`config.mk`:
```
export PLATFORM = sky130hd
export DESIGN_NAME = gray_ptr_sync_flat
export DESIGN_NICKNAME = d
export VERILOG_FILES = /design/src/rtl/gray_ptr_sync_pkg.sv /design/src/rtl/gray_ptr_sync_if.sv /design/src/rtl/gray_ptr_sync_gray2bin.sv /design/src/rtl/gray_ptr_sync.sv /design/src/flat_wrapper.sv
export SDC_FILE = /design/constraint.sdc
export NUM_CORES = 1
export LEC_CHECK = 0
export CAP_MARGIN = 20
export CORE_MARGIN = 4
export CORE_UTILIZATION = 30
export DETAILED_ROUTE_END_ITERATION = 8
export PLACE_DENSITY = 0.59
export SYNTH_ARGS = -nofsm -noshare
export SYNTH_HDL_FRONTEND = slang
export SYNTH_SLANG_ARGS = --single-unit
```
`constraint.sdc`:
```
create_clock -name clk -period 5.99 [get_ports clk]
set_input_delay 1.198 -clock clk [delete_from_list [all_inputs] [get_ports clk]]
set_output_delay 1.198 -clock clk [all_outputs]
set_load 0.1 [all_outputs]
```
`src/rtl/gray_ptr_sync_pkg.sv`:
```
// Shared types and helpers for the Gray pointer receive stage.
package gray_ptr_sync_pkg;

    localparam logic ST_FILL = 1'b0;
    localparam logic ST_RUN  = 1'b1;

    typedef enum logic {
        FILL = ST_FILL,
        RUN  = ST_RUN
    } state_t;

    // Widest vector popcount accepts; callers zero-extend narrower words.
    localparam int unsigned POPCNT_W = 256;

    function automatic int unsigned popcount(input logic [POPCNT_W-1:0] v);
        int unsigned cnt;
        cnt = 0;
        for (int i = 0; i < POPCNT_W; i++) begin
            cnt += {31'd0, v[i]};
        end
        return cnt;
    endfunction

endpackage

```
`src/rtl/gray_ptr_sync_if.sv`:
```
// Bundle between the pointer consumer and the Gray pointer receive stage.
interface gray_ptr_sync_if #(
    parameter int N = 8
);
    logic [N-1:0] gray_in;
    logic         err_clr;
    logic         ready;
    logic [N-1:0] gray_sync;
    logic [N-1:0] bin_out;
    logic         chg;
    logic [N-1:0] delta;
    logic         err;

    modport master (
        output gray_in, err_clr,
        input  ready, gray_sync, bin_out, chg, delta, err
    );

    modport slave (
        input  gray_in, err_clr,
        output ready, gray_sync, bin_out, chg, delta, err
    );
endinterface

```
`src/rtl/gray_ptr_sync_gray2bin.sv`:
```
// Combinational Gray-to-binary decoder.
module gray2bin #(
    parameter int N = 8
) (
    input  logic [N-1:0] i_gray,
    output logic [N-1:0] o_bin
);
    // b[i] = b[i+1] ^ g[i] unrolls to the XOR of all Gray bits at or above i.
    for (genvar i = 0; i < N; i++) begin : g_bit
        assign o_bin[i] = ^i_gray[N-1:i];
    end
endmodule

```
`src/rtl/gray_ptr_sync.sv`:
```
// Brings a foreign-domain Gray pointer into clk, decodes it, and reports each
// advance with its step size and a sticky flag for illegal multi-bit steps.
import gray_ptr_sync_pkg::*;

module gray_ptr_sync #(
    parameter int N           = 8,
    parameter int SYNC_STAGES = 2
) (
    input logic            clk,
    input logic            rst,
    gray_ptr_sync_if.slave ptr_if
);
    localparam int CNT_W = $clog2(SYNC_STAGES + 1);

    logic [N-1:0]     r_sync [SYNC_STAGES];
    logic [N-1:0]     w_gray_sync;
    logic [N-1:0]     w_bin_dec;
    logic [N-1:0]     w_diff;

    state_t           r_state, w_state_nxt;
    logic [CNT_W-1:0] r_cnt, w_cnt_nxt;
    logic [N-1:0]     r_gray_prev, w_gray_prev_nxt;
    logic [N-1:0]     r_bin, w_bin_nxt;
    logic [N-1:0]     r_delta, w_delta_nxt;
    logic             r_chg, w_chg_nxt;
    logic             r_err, w_err_nxt;
    logic             r_ready, w_ready_nxt;

    // NOTE: the synchroniser flops are reset so gray_sync reads 0 in reset like every other output.
    for (genvar s = 0; s < SYNC_STAGES; s++) begin : g_sync
        if (s == 0) begin : g_first
            always_ff @(posedge clk or posedge rst) begin
                if (rst) r_sync[s] <= '0;
                else     r_sync[s] <= ptr_if.gray_in;
            end
        end else begin : g_next
            always_ff @(posedge clk or posedge rst) begin
                if (rst) r_sync[s] <= '0;
                else     r_sync[s] <= r_sync[s-1];
            end
        end
    end

    assign w_gray_sync = r_sync[SYNC_STAGES-1];
    assign w_diff      = w_gray_sync ^ r_gray_prev;

    gray2bin #(.N(N)) u_gray2bin (
        .i_gray (w_gray_sync),
        .o_bin  (w_bin_dec)
    );

    // NOTE: every always_comb output gets a default first so no path infers a latch.
    always_comb begin
        w_state_nxt     = r_state;
        w_cnt_nxt       = r_cnt;
        w_gray_prev_nxt = r_gray_prev;
        w_bin_nxt       = r_bin;
        w_delta_nxt     = r_delta;
        w_chg_nxt       = 1'b0;
        w_ready_nxt     = r_ready;
        w_err_nxt       = r_err & ~ptr_if.err_clr;

        case (r_state)
            FILL: begin
                if (r_cnt == CNT_W'(SYNC_STAGES)) begin
                    w_gray_prev_nxt = w_gray_sync;
                    w_bin_nxt       = w_bin_dec;
                    w_ready_nxt     = 1'b1;
                    w_state_nxt     = RUN;
                end else begin
                    w_cnt_nxt = r_cnt + 1'b1;
                end
            end
            RUN: begin
                if (|w_diff) begin
                    w_gray_prev_nxt = w_gray_sync;
                    w_bin_nxt       = w_bin_dec;
                    w_delta_nxt     = w_bin_dec - r_bin;
                    w_chg_nxt       = 1'b1;
                    // A new error overrides a simultaneous clear.
                    if (popcount(POPCNT_W'(w_diff)) > 1) w_err_nxt = 1'b1;
                end
            end
            default: w_state_nxt = FILL;
        endcase
    end

    // NOTE: sequential state uses non-blocking assignment so all registers update together.
    always_ff @(posedge clk or posedge rst) begin
        if (rst) begin
            r_state     <= FILL;
            r_cnt       <= '0;
            r_gray_prev <= '0;
            r_bin       <= '0;
            r_delta     <= '0;
            r_chg       <= 1'b0;
            r_err       <= 1'b0;
            r_ready     <= 1'b0;
        end else begin
            r_state     <= w_state_nxt;
            r_cnt       <= w_cnt_nxt;
            r_gray_prev <= w_gray_prev_nxt;
            r_bin       <= w_bin_nxt;
            r_delta     <= w_delta_nxt;
            r_chg       <= w_chg_nxt;
            r_err       <= w_err_nxt;
            r_ready     <= w_ready_nxt;
        end
    end

    assign ptr_if.ready     = r_ready;
    assign ptr_if.gray_sync = w_gray_sync;
    assign ptr_if.bin_out   = r_bin;
    assign ptr_if.chg       = r_chg;
    assign ptr_if.delta     = r_delta;
    assign ptr_if.err       = r_err;

endmodule

```
`src/flat_wrapper.sv`:
```
// flat-port wrapper written by rule: the top's interface ports become plain ports
module gray_ptr_sync_flat 
#(
    parameter int N           = 8,
    parameter int SYNC_STAGES = 2
)
  (clk, rst, ptr_if_gray_in, ptr_if_err_clr, ptr_if_ready, ptr_if_gray_sync, ptr_if_bin_out, ptr_if_chg, ptr_if_delta, ptr_if_err);
  gray_ptr_sync_if #(.N(N)) ptr_if_i ();
  input logic clk;
  input logic rst;
  input wire logic [$bits(ptr_if_i.gray_in)-1:0] ptr_if_gray_in;
  input wire logic [$bits(ptr_if_i.err_clr)-1:0] ptr_if_err_clr;
  output wire logic [$bits(ptr_if_i.ready)-1:0] ptr_if_ready;
  output wire logic [$bits(ptr_if_i.gray_sync)-1:0] ptr_if_gray_sync;
  output wire logic [$bits(ptr_if_i.bin_out)-1:0] ptr_if_bin_out;
  output wire logic [$bits(ptr_if_i.chg)-1:0] ptr_if_chg;
  output wire logic [$bits(ptr_if_i.delta)-1:0] ptr_if_delta;
  output wire logic [$bits(ptr_if_i.err)-1:0] ptr_if_err;
  assign ptr_if_i.gray_in = ptr_if_gray_in;
  assign ptr_if_i.err_clr = ptr_if_err_clr;
  assign ptr_if_ready = ptr_if_i.ready;
  assign ptr_if_gray_sync = ptr_if_i.gray_sync;
  assign ptr_if_bin_out = ptr_if_i.bin_out;
  assign ptr_if_chg = ptr_if_i.chg;
  assign ptr_if_delta = ptr_if_i.delta;
  assign ptr_if_err = ptr_if_i.err;
  gray_ptr_sync #(.N(N), .SYNC_STAGES(SYNC_STAGES)) u_core (.clk(clk), .rst(rst), .ptr_if(ptr_if_i));
endmodule
```
==> summary.md <==
| Metric | Value |
|---|---|
| Most common library cell in the layout ignoring fill and taps | `sky130_fd_sc_hd__dfrtp_1` |
| Combinational cell fraction of total power | `0.543` |
| Mean instance size in the synthesized netlist | `about 12 sq um` |
| Final Worst Setup Slack | `around 2.5 ns` |
| Clock buffer count from CTS | `5` |
| Area leader, netlist | `sky130_fd_sc_hd__dfrtp_1` |
| Reg-to-reg endpoint | `u_core.ptr_if.delta[6]` |
| Sink of the worst hold path | `u_core.ptr_if.gray_sync[3]` |
| Final critical delay including setup and external delays | `between 3 and 4 ns` |
| Fraction of power spent switching nets | `0.498` |
| Setup Buffers After CTS | `0` |
| Worst clock skew | `about 0.005 ns` |
| Clk root buf | `sky130_fd_sc_hd__clkbuf_8` |
| PD cells | `about 460 nW/um^2` |
| Minimum setup slack after placement | `between 2 and 3 ns` |
| Peak per-stage delay on the critical path | `roughly 0.61 ns` |
| Number of pins with negative max-slew slack in the final report | `0` |
| Initial Utilization | `0.310` |
| Largest net degree at the start of global routing | `between 40 and 50` |
| Maximum clock frequency | `between 200 and 300 MHz` |
| CTS tree | `yes` |
| Startpoint of the lowest-slack hold path | `u_core.r_sync[11]` |
| Instance count on the critical path | `12` |
| Largest fanout on the critical path | `5` |
| Number of endpoints with negative hold slack in the final report | `0` |
| Number of port buffers | `37` |
| Post-Route Utilization | `0.385` |
| Number of cells produced by synthesis | `around 190` |
| Core area | `approximately 7300 sq um` |
| Hold-fix buffers at CTS | `0` |
| Total DRC errors in the routed layout | `0` |
| Transition time at the pin with the least slew margin | `between 0.9 and 1 ns` |
| Internal Dissipation | `641 uW` |
| M3 GR Usage | `0.0303` |
| Most repeated library cell on the critical path | `sky130_fd_sc_hd__a21o_1` |
| Critical Path RT | `about 6.2 ns` |
| Global-route congestion overflow total | `0` |
| M1 GR Usage | `0.122` |
| Length of the first detailed-routing pass in iterations | `4` |
| Count of nets left with antenna violations after detail routing | `0` |
| Portion of total power attributed to sequential cells | `0.303` |
| Fill cells | `around 730` |
| Busiest layer in global routing | `met2` |
| Type of the worst setup path | `flop to flop` |
| Clock tree sinks | `45` |
| Setup crit end kind | `flop` |
| Cell variety after synth | `33` |
| Count of maximum capacitance violations | `0` |
| Total Routed Length | `~3800 microns` |
| Final setup violation count | `0` |
| Startpoint kind of the worst setup timing path | `flop` |
| Cell depth of the worst min-delay path | `0` |
| Std-Cell Rows | `31` |
| Max-slew headroom | `0.338` |
| Weighted congestion at the end of routability-driven global placement | `0.768` |
| Critical path, cell by cell | `xor2_2, xnor3_2, xor2_1, xnor2_1, ha_1, inv_1, fa_1, a21o_1, a21oi_1, or4b_2, a31oi_1, a21o_1` |
| Count of buffer and inverter cells on the critical path | `1` |
| Ratio of final minimum period to clock period | `0.581` |
| Register-to-register setup slack | `2.51 ns` |
| Worst path top cell family by delay | `XOR/XNOR gates` |
| HPWL Detailed | `a little under 3000 microns` |
| Vert. Die Dim | `94.5 microns` |
| Clock transition at the register clock pins on the worst setup and hold paths after CTS | `approximately 0.09 ns` |
| Mapped Nets | `about 220` |
| Synth-to-Final Area Change | `24.4%` |
| Run status | `completed` |
| Synth top area cells | `sky130_fd_sc_hd__dfrtp_1 50%, sky130_fd_sc_hd__ha_1 6.7%, sky130_fd_sc_hd__mux2_2 5.0%, sky130_fd_sc_hd__fa_1 4.5%, sky130_fd_sc_hd__inv_1 4.3%` |
| Final-stage net count | `~250` |
| Critical-path top delay cell | `sky130_fd_sc_hd__or4b_2` |
| IO Count | `38` |
| Final setup TNS | `0 ns` |
| Clock network fraction of design power | `0.154` |
| Register area share after synthesis | `0.501` |
| Die Footprint | `around 8900 sq um` |
| Initial detailed-routing violation count | `20` |
| Clock buffer depth | `2` |
| Worst VDD drop | `around 0.12 mV` |
| Average wire length per cell after detail routing | `around 12 microns` |
| Via count of the first global-routing pass | `~1,400` |
| Summed instance area of the synthesized netlist | `~2200 sq um` |
| Logic depth of the worst register-to-register path | `12` |
| Setup repair after global routing missed its margin | `false` |
| Global-route wire length before repair | `~6600 microns` |
| Commonest non-fill, non-tap cells in the layout | `45 x sky130_fd_sc_hd__dfrtp_1, 37 x sky130_fd_sc_hd__clkdlybuf4s50_1, 25 x sky130_fd_sc_hd__inv_1` |
| Global Route met2 Usage | `0.152` |
| Worst-skew pair later-pin latency | `approximately 0.3 ns` |
| Post-route cell area | `between 2000 and 3000 sq um` |
| Number of vias after detailed routing | `~1,400` |
| Crit path arrival time | `3.73 ns` |
| Ratio of routed vias to standard cells | `4.20` |
| # resized after CTS | `0` |
| Worst-case hold slack | `roughly 0.35 ns` |
| Register bit total from synthesis | `45` |
| Horizontal die dimension | `~95 microns` |
| Leakage power | `around 1.2 nW` |
| Startpoint of the worst register-to-register path | `u_core.ptr_if.gray_sync[6]` |
| Area fraction of the dominant cell type after synthesis | `0.501` |
| Psw | `636 uW` |
| Instance area at placement | `about 2700 sq um` |
| Layout cell share with drive strength beyond 1 | `0.129` |
| Total of warnings raised by yosys | `0` |
| Type of the tightest min-delay check | `flop to flop` |
| Ant. Diodes | `0` |
| H-tree levels | `2` |
| Antenna violations before repair | `0` |
| All-Layer GR Usage | `0.0955` |
==> registers in the layout, summed over array words and instances, names as in the netlist <==
| name | cells |
|---|---|
| u_core.r_gray_prev | 7 |
| u_core.r_sync | 8 |
| u_core.ptr_if.chg | 1 |
| u_core.ptr_if.gray_sync | 8 |
| u_core.ptr_if.err | 1 |
| u_core.ptr_if.delta | 8 |
| u_core.ptr_if.ready | 1 |
| u_core.ptr_if.bin_out | 8 |
| u_core.r_cnt | 2 |
| u_core.r_state | 1 |
==> area by class of cell <==
class	count	area [sq um]	area share
Sequential cell	45	1130	0.403
Multi-Input combinational cell	106	940	0.336
Inverter	26	97.6	0.0349
Clock buffer	5	68.8	0.0246
Tap cell	99	124	0.0443
Clock inverter	3	25.0	0.00896
Timing Repair Buffer	40	413	0.148
==> cells in the mapped netlist <==
library cell and instances:
sky130_fd_sc_hd__a2111oi_0 1, sky130_fd_sc_hd__a211oi_1 1, sky130_fd_sc_hd__a21o_1 3, sky130_fd_sc_hd__a21oi_1 9, sky130_fd_sc_hd__a311oi_1 1, sky130_fd_sc_hd__a31oi_1 1
sky130_fd_sc_hd__buf_4 9, sky130_fd_sc_hd__buf_6 1, sky130_fd_sc_hd__clkbuf_1 1, sky130_fd_sc_hd__dfrtp_1 45, sky130_fd_sc_hd__fa_1 5, sky130_fd_sc_hd__ha_1 12
sky130_fd_sc_hd__inv_1 26, sky130_fd_sc_hd__mux2_1 2, sky130_fd_sc_hd__mux2_2 10, sky130_fd_sc_hd__nand2_1 10, sky130_fd_sc_hd__nand4bb_1 1, sky130_fd_sc_hd__nor2_1 5
sky130_fd_sc_hd__nor2b_1 3, sky130_fd_sc_hd__nor3_1 4, sky130_fd_sc_hd__o21a_1 2, sky130_fd_sc_hd__o21ai_0 8, sky130_fd_sc_hd__o22ai_1 1, sky130_fd_sc_hd__o31ai_1 2
sky130_fd_sc_hd__o31ai_2 1, sky130_fd_sc_hd__o41ai_4 1, sky130_fd_sc_hd__or2_4 1, sky130_fd_sc_hd__or4b_2 1, sky130_fd_sc_hd__xnor2_1 9, sky130_fd_sc_hd__xnor2_2 1
sky130_fd_sc_hd__xnor3_2 1, sky130_fd_sc_hd__xor2_1 9, sky130_fd_sc_hd__xor2_2 1
==> logic make-up (layout without fill, tap and decap cells) <==
kind of cell,count (synthesis),in the layout,synth area share
flops,45,45,0.501
buf+inv,37,74,0.0802
compound gates,31,31,0.0958
simple gates,25,25,0.0557
xor+xnor,21,21,0.0953
fa+ha+maj,17,17,0.111
mux,12,12,0.0602
==> metrics by stage <==
stage                     instances  power [mW]
after floorplan                 188       0.942
after global placement          315        1.08
after detailed placement        315        1.09
after CTS                       323        1.30
after global routing            324        1.36
final                           324        1.28
==> worst max-delay path by stage <==
stage                        endpoint                  startpoint
6_report       u_core.ptr_if.delta[6]  u_core.ptr_if.gray_sync[6]
5_1_grt        u_core.ptr_if.delta[6]  u_core.ptr_if.gray_sync[6]
4_1_cts        u_core.ptr_if.delta[6]  u_core.ptr_if.gray_sync[6]
3_5_place_dp   u_core.ptr_if.delta[6]  u_core.ptr_if.gray_sync[6]
3_3_place_gp        u_core.ptr_if.err  u_core.ptr_if.gray_sync[1]
2_1_floorplan       u_core.ptr_if.err  u_core.ptr_if.gray_sync[1]
==> power groups by stage <==
stage	registers, mW	logic, mW	clock network [mW]
6_report	0.387	0.694	0.196
5_1_grt	0.395	0.743	0.222
4_1_cts	0.389	0.699	0.208
3_5_place_dp	0.396	0.698	0
3_3_place_gp	0.394	0.690	0
2_1_floorplan	0.700	0.241	0
==> routing by layer <==
metal | routed length, microns | vias up
met5 | 0 | -
met2 | 1640 | 31
li1 | - | 678
met4 | 57 | 0
met1 | 1830 | 644
met3 | 235 | 7
Note: power is estimated with default switching activity, not from simulation.
==> RTL change 1, RTL diff (config.mk and constraints unchanged) <==
Reset style: synchronous (`rst`), changed in 3 clocked blocks.
--- a/src/rtl/gray_ptr_sync.sv
+++ b/src/rtl/gray_ptr_sync.sv
@@ -30,10 +30,10 @@
     for (genvar s = 0; s < SYNC_STAGES; s++) begin : g_sync
         if (s == 0) begin : g_first
-            always_ff @(posedge clk or posedge rst) begin
+            always_ff @(posedge clk) begin
                 if (rst) r_sync[s] <= '0;
                 else     r_sync[s] <= ptr_if.gray_in;
             end
         end else begin : g_next
-            always_ff @(posedge clk or posedge rst) begin
+            always_ff @(posedge clk) begin
                 if (rst) r_sync[s] <= '0;
                 else     r_sync[s] <= r_sync[s-1];
@@ -87,5 +87,5 @@
 
     // NOTE: sequential state uses non-blocking assignment so all registers update together.
-    always_ff @(posedge clk or posedge rst) begin
+    always_ff @(posedge clk) begin
         if (rst) begin
             r_state     <= FILL;
Function: differs if rst is asserted again (counterexample within 4 cycles, from zero or initial values and one cycle with rst high); with rst held inactive, the same outputs for 4 cycles.
==> RTL change 1 against the original RTL <==
Worst setup slack worse by 140 ps. Sequential cell count stayed put. Power is 1.6% lower. Die area is 3.6% lower. Synthesized area is 3.9% lower. Sequential share of layout area is 7.6 points lower. Cell area is 1.3% lower. Routed wire length is 9.6% higher. Critical path type unchanged.
==> RTL change 1: results (changes against the original RTL) <==
Synth Area in Adders 0.1159 (+0.004521); initial drt markers 43 (+110%); WHS Endpoint u_core.r_sync[1][4]$_SDFF_PP0_; WL per Instance 11.65 um (+0.28%); status finished, final reports clean; GR Util All Layers 0.1054 (+0.009891); hold_sp u_core.r_sync[0][4]$_SDFF_PP0_; Max IR drop VDD 133.3 uV (+14%); final net count 285 (+13%); measured slew at the worst slew-check pin 994.0 ps (+3.859 ps); Most used DFF post-synth dfxtp_1; Layout fillers 713 (-2.2%); Worst Setup SP u_core.r_sync[1][5]$_SDFF_PP0_; asr flop ratio synth 0 (-1.000); met1 wire length 1.930 mm (+5.6%); vias in the first global route 1,531 (+8.0%); Met2 Wirelength 1.946 mm (+18%); largest net degree at the start of global routing 48 (+4.3%); R2R cell count 14 (+2); grt met3 use 0.03412 (+0.003840); most numerous cell in the Yosys netlist dfxtp_1; post-synthesis mux area share 0.06551 (+0.005340); routability cong. 0.7084 (-7.7%); WL met3 205 um (-13%); global-route wire length before repair 7.148 mm (+7.9%); syn_nets 248 (+15%); Synth Area in Compound Gates 0.07884 (-0.01698); Via density 4.195 (about the same); CP Data Arrival Time 3770 ps (+40 ps); top cells by area, synth dfxtp_1 42%, ha_1 7.0%, mux2i_1 6.0%, nor2b_1 5.2%, fa_1 4.6%; Post-Synth XOR/XNOR Area 0.1096 (+0.01430); FF-to-FF End u_core.ptr_if.delta[6]$_SDFFE_PP0P_; GRT met1 Usage 0.1321 (+0.01051)
-- RTL change 1: cell families (layout without fill, tap and decap cells) --
group | Yosys count | in the layout
simple gates | 64 | 64
compound gates | 27 | 27
mux | 14 | 14
flops | 45 | 45
buf+inv | 33 | 71
fa+ha+maj | 17 | 17
xor+xnor | 20 | 20
-- RTL change 1: critical path: stages, from the launching register on --
cell and delay, ps:
dfxtp_1 400, xor3_2 540, xnor2_4 280, xnor2_4 180, xor2_2 280, xnor2_1 190
ha_1 220, inv_1 60, fa_1 400, a21o_1 170, a21oi_1 220, o21bai_1 90
a21oi_1 180, or4_1 130, o311ai_0 130
-- RTL change 1: metrics by stage --
step / setup slack, ps / power (mW) / cells / cell area (um2) / hold slack (ps)
finish: 2370 / 1.256 / 354 / 2756 / 440.8
global route: 2070 / 1.336 / 354 / 2756 / 459.1
CTS: 2330 / 1.271 / 354 / 2756 / 441.0
detailed placement: 2360 / 0.9942 / 346 / 2623 / 420.4
global placement: 2362 / 0.9759 / 345 / 2608 / 419.4
floorplan: 1908 / 0.8677 / 220 / 2158 / 413.8
-- RTL change 1: power breakdown --
| group | switching [mW] | internal [mW] |
|---|---|---|
| registers | 0.0305 | 0.344 |
| logic | 0.409 | 0.201 |
| clock network | 0.106 | 0.166 |
-- RTL change 1: area by class of cell --
type,count,share of cell area
clock buffers,5,0.02497
clock inverters,3,0.02360
inverters,24,0.03268
multi-input cells,142,0.4058
flip-flops and latches,45,0.3268
well taps,96,0.04358
repair buffers,39,0.1425
==> RTL change 2, RTL diff (config.mk and constraints unchanged) <==
Without the edit above. `SYNC_STAGES` is set to 2 in 2 places; all go to 1.
--- a/src/rtl/gray_ptr_sync.sv
+++ b/src/rtl/gray_ptr_sync.sv
@@ -5,5 +5,5 @@
 module gray_ptr_sync #(
     parameter int N           = 8,
-    parameter int SYNC_STAGES = 2
+    parameter int SYNC_STAGES = 1
 ) (
     input logic            clk,
--- a/src/flat_wrapper.sv
+++ b/src/flat_wrapper.sv
@@ -3,5 +3,5 @@
 #(
     parameter int N           = 8,
-    parameter int SYNC_STAGES = 2
+    parameter int SYNC_STAGES = 1
 )
   (clk, rst, ptr_if_gray_in, ptr_if_err_clr, ptr_if_ready, ptr_if_gray_sync, ptr_if_bin_out, ptr_if_chg, ptr_if_delta, ptr_if_err);
Function: changed (a bounded check fails within 4 cycles, from zero or initial values and one cycle with rst high).
==> RTL change 2 against the original RTL <==
Power is 7.1% lower. Sequential cell count shrank 9. Worst setup slack worse by 23 ps. Routed wire length fell by 8.5%. Synthesized area fell by 14%. Clock skew fell by 1.7 ps. Cell area is 11% lower. Combinational power shrank 1%. Via count is 7.0% lower. Synthesized cell count shrank 9.6%. Critical path type unchanged. Critical endpoint unchanged. Largest power group unchanged. Highest routed layer unchanged.
==> RTL change 2: results (changes against the original RTL) <==
status finished, final reports clean; Layout fillers 610 (-16%); highest cell delay on the worst timing path 550 ps (-60 ps); final net count 240 (-4.8%); wirelength, routed 3.443 mm (-8.5%); hold path cells 1 (+1); synth cell count leaders 36 x dfrtp_1, 24 x inv_1, 12 x nand2_1; non-filler cells, final 289 (-11%); routability cong. 0.7424 (-3.3%); layout cells sized above 1 0.1075 (-0.02141); Max IR drop VDD 388.4 uV (+230%); Via density 4.377 (+4.3%); worst rel slew slack 0.3437 (+0.005855); post-synthesis cell type count 32 (-3.0%); CP Data Arrival Time 3690 ps (-40 ps); Worst-path clk slew 70 ps (-20 ps); slowest cell on the critical path xnor3_1; Final Skew 3.268 ps (-1.732 ps); syn_nets 197 (-8.8%); static leakage 1.101 nW (-9.9%); global-route wire length before repair 5.885 mm (-11%); top cells by area, synth dfrtp_1 47%, ha_1 7.1%, mux2_2 5.8%, fa_1 5.2%, inv_1 4.7%; largest net degree at the start of global routing 37 (-20%); register area share after synthesis 0.4669 (-0.03447); GR Util All Layers 0.1008 (+0.005296)
RTL change 2: worst reg2reg max path: cells and delay by family, from the launching register on:
kind                       cells  cell delay (ps)
xor gates and xnor gates       4             1550
AOI/OAI and AO/OA              4              630
adders and majority gates      2              590
DFF                            1              420
and+or+nand+nor                1              140
buffers and inverters          1               50
RTL change 2: area by class of cell:
type / count / area [um2] / share of cell area
multi-input combinational: 106 / 908.4 / 0.3663
sequential: 36 / 900.9 / 0.3633
timing repair buffer: 40 / 396.6 / 0.1599
tap: 75 / 93.84 / 0.03784
clock buffer: 8 / 90.09 / 0.03633
inverter: 24 / 90.09 / 0.03633
RTL change 2: report_power, final:
part | leakage [nW] | switching [mW] | internal [mW]
combinational | 0.650 | 0.488 | 0.197
sequential | 0.405 | 0.0303 | 0.293
clock | 0.0455 | 0.0829 | 0.0938
RTL change 2: worst paths after layout:
kind / startpoint / endpoint / slack, ps
max: u_core.ptr_if.gray_sync[6]$_DFF_PP0_ / u_core.ptr_if.delta[6]$_DFFE_PP0P_ / 2490
min in group asynchronous: rst / u_core.ptr_if.delta[1]$_DFFE_PP0P_ / 1320
min: u_core.ptr_if.ready$_DFFE_PP0P_ / u_core.ptr_if.ready$_DFFE_PP0P_ / 460
max in group asynchronous: rst / u_core.r_gray_prev[4]$_DFFE_PP0P_ / 4340
min reg2reg: u_core.ptr_if.ready$_DFFE_PP0P_ / u_core.ptr_if.ready$_DFFE_PP0P_ / 460
max reg2reg: u_core.ptr_if.gray_sync[6]$_DFF_PP0_ / u_core.ptr_if.delta[6]$_DFFE_PP0P_ / 2490
RTL change 2: logic make-up after synthesis:
group / count (synthesis) / share of synthesized area
DFF: 36 / 0.4669
AOI/OAI and AO/OA: 30 / 0.1083
buffers and inverters: 28 / 0.06225
adders and majority gates: 16 / 0.1232
xor gates and xnor gates: 20 / 0.09792
muxes: 12 / 0.07004
and+or+nand+nor: 28 / 0.07134
RTL change 2: metal layers:
| metal | global-route usage | share of wire | up-vias |
|---|---|---|---|
| li1 | - | - | 643 |
| met1 | 0.1344 | 0.48 | 581 |
| met2 | 0.1448 | 0.43 | 33 |
| met3 | 0.03575 | 0.066 | 8 |
| met4 | 0.04945 | 0.023 | 0 |
| met5 | 0 | 0 | - |
RTL change 2: metrics by stage:
step                area [um2]  hold slack [ps]    util  total power [mW]  worst slack [ps]
global route              2480            492.1  0.4068             1.265              2087
floorplan                 1929            450.0       -            0.8718              2158
global placement          2371            445.6  0.3890             1.016              2520
CTS                       2461            464.5  0.4037             1.205              2371
finish                    2480            456.5  0.4068             1.186              2487
detailed placement        2371            451.0  0.3890             1.023              2376
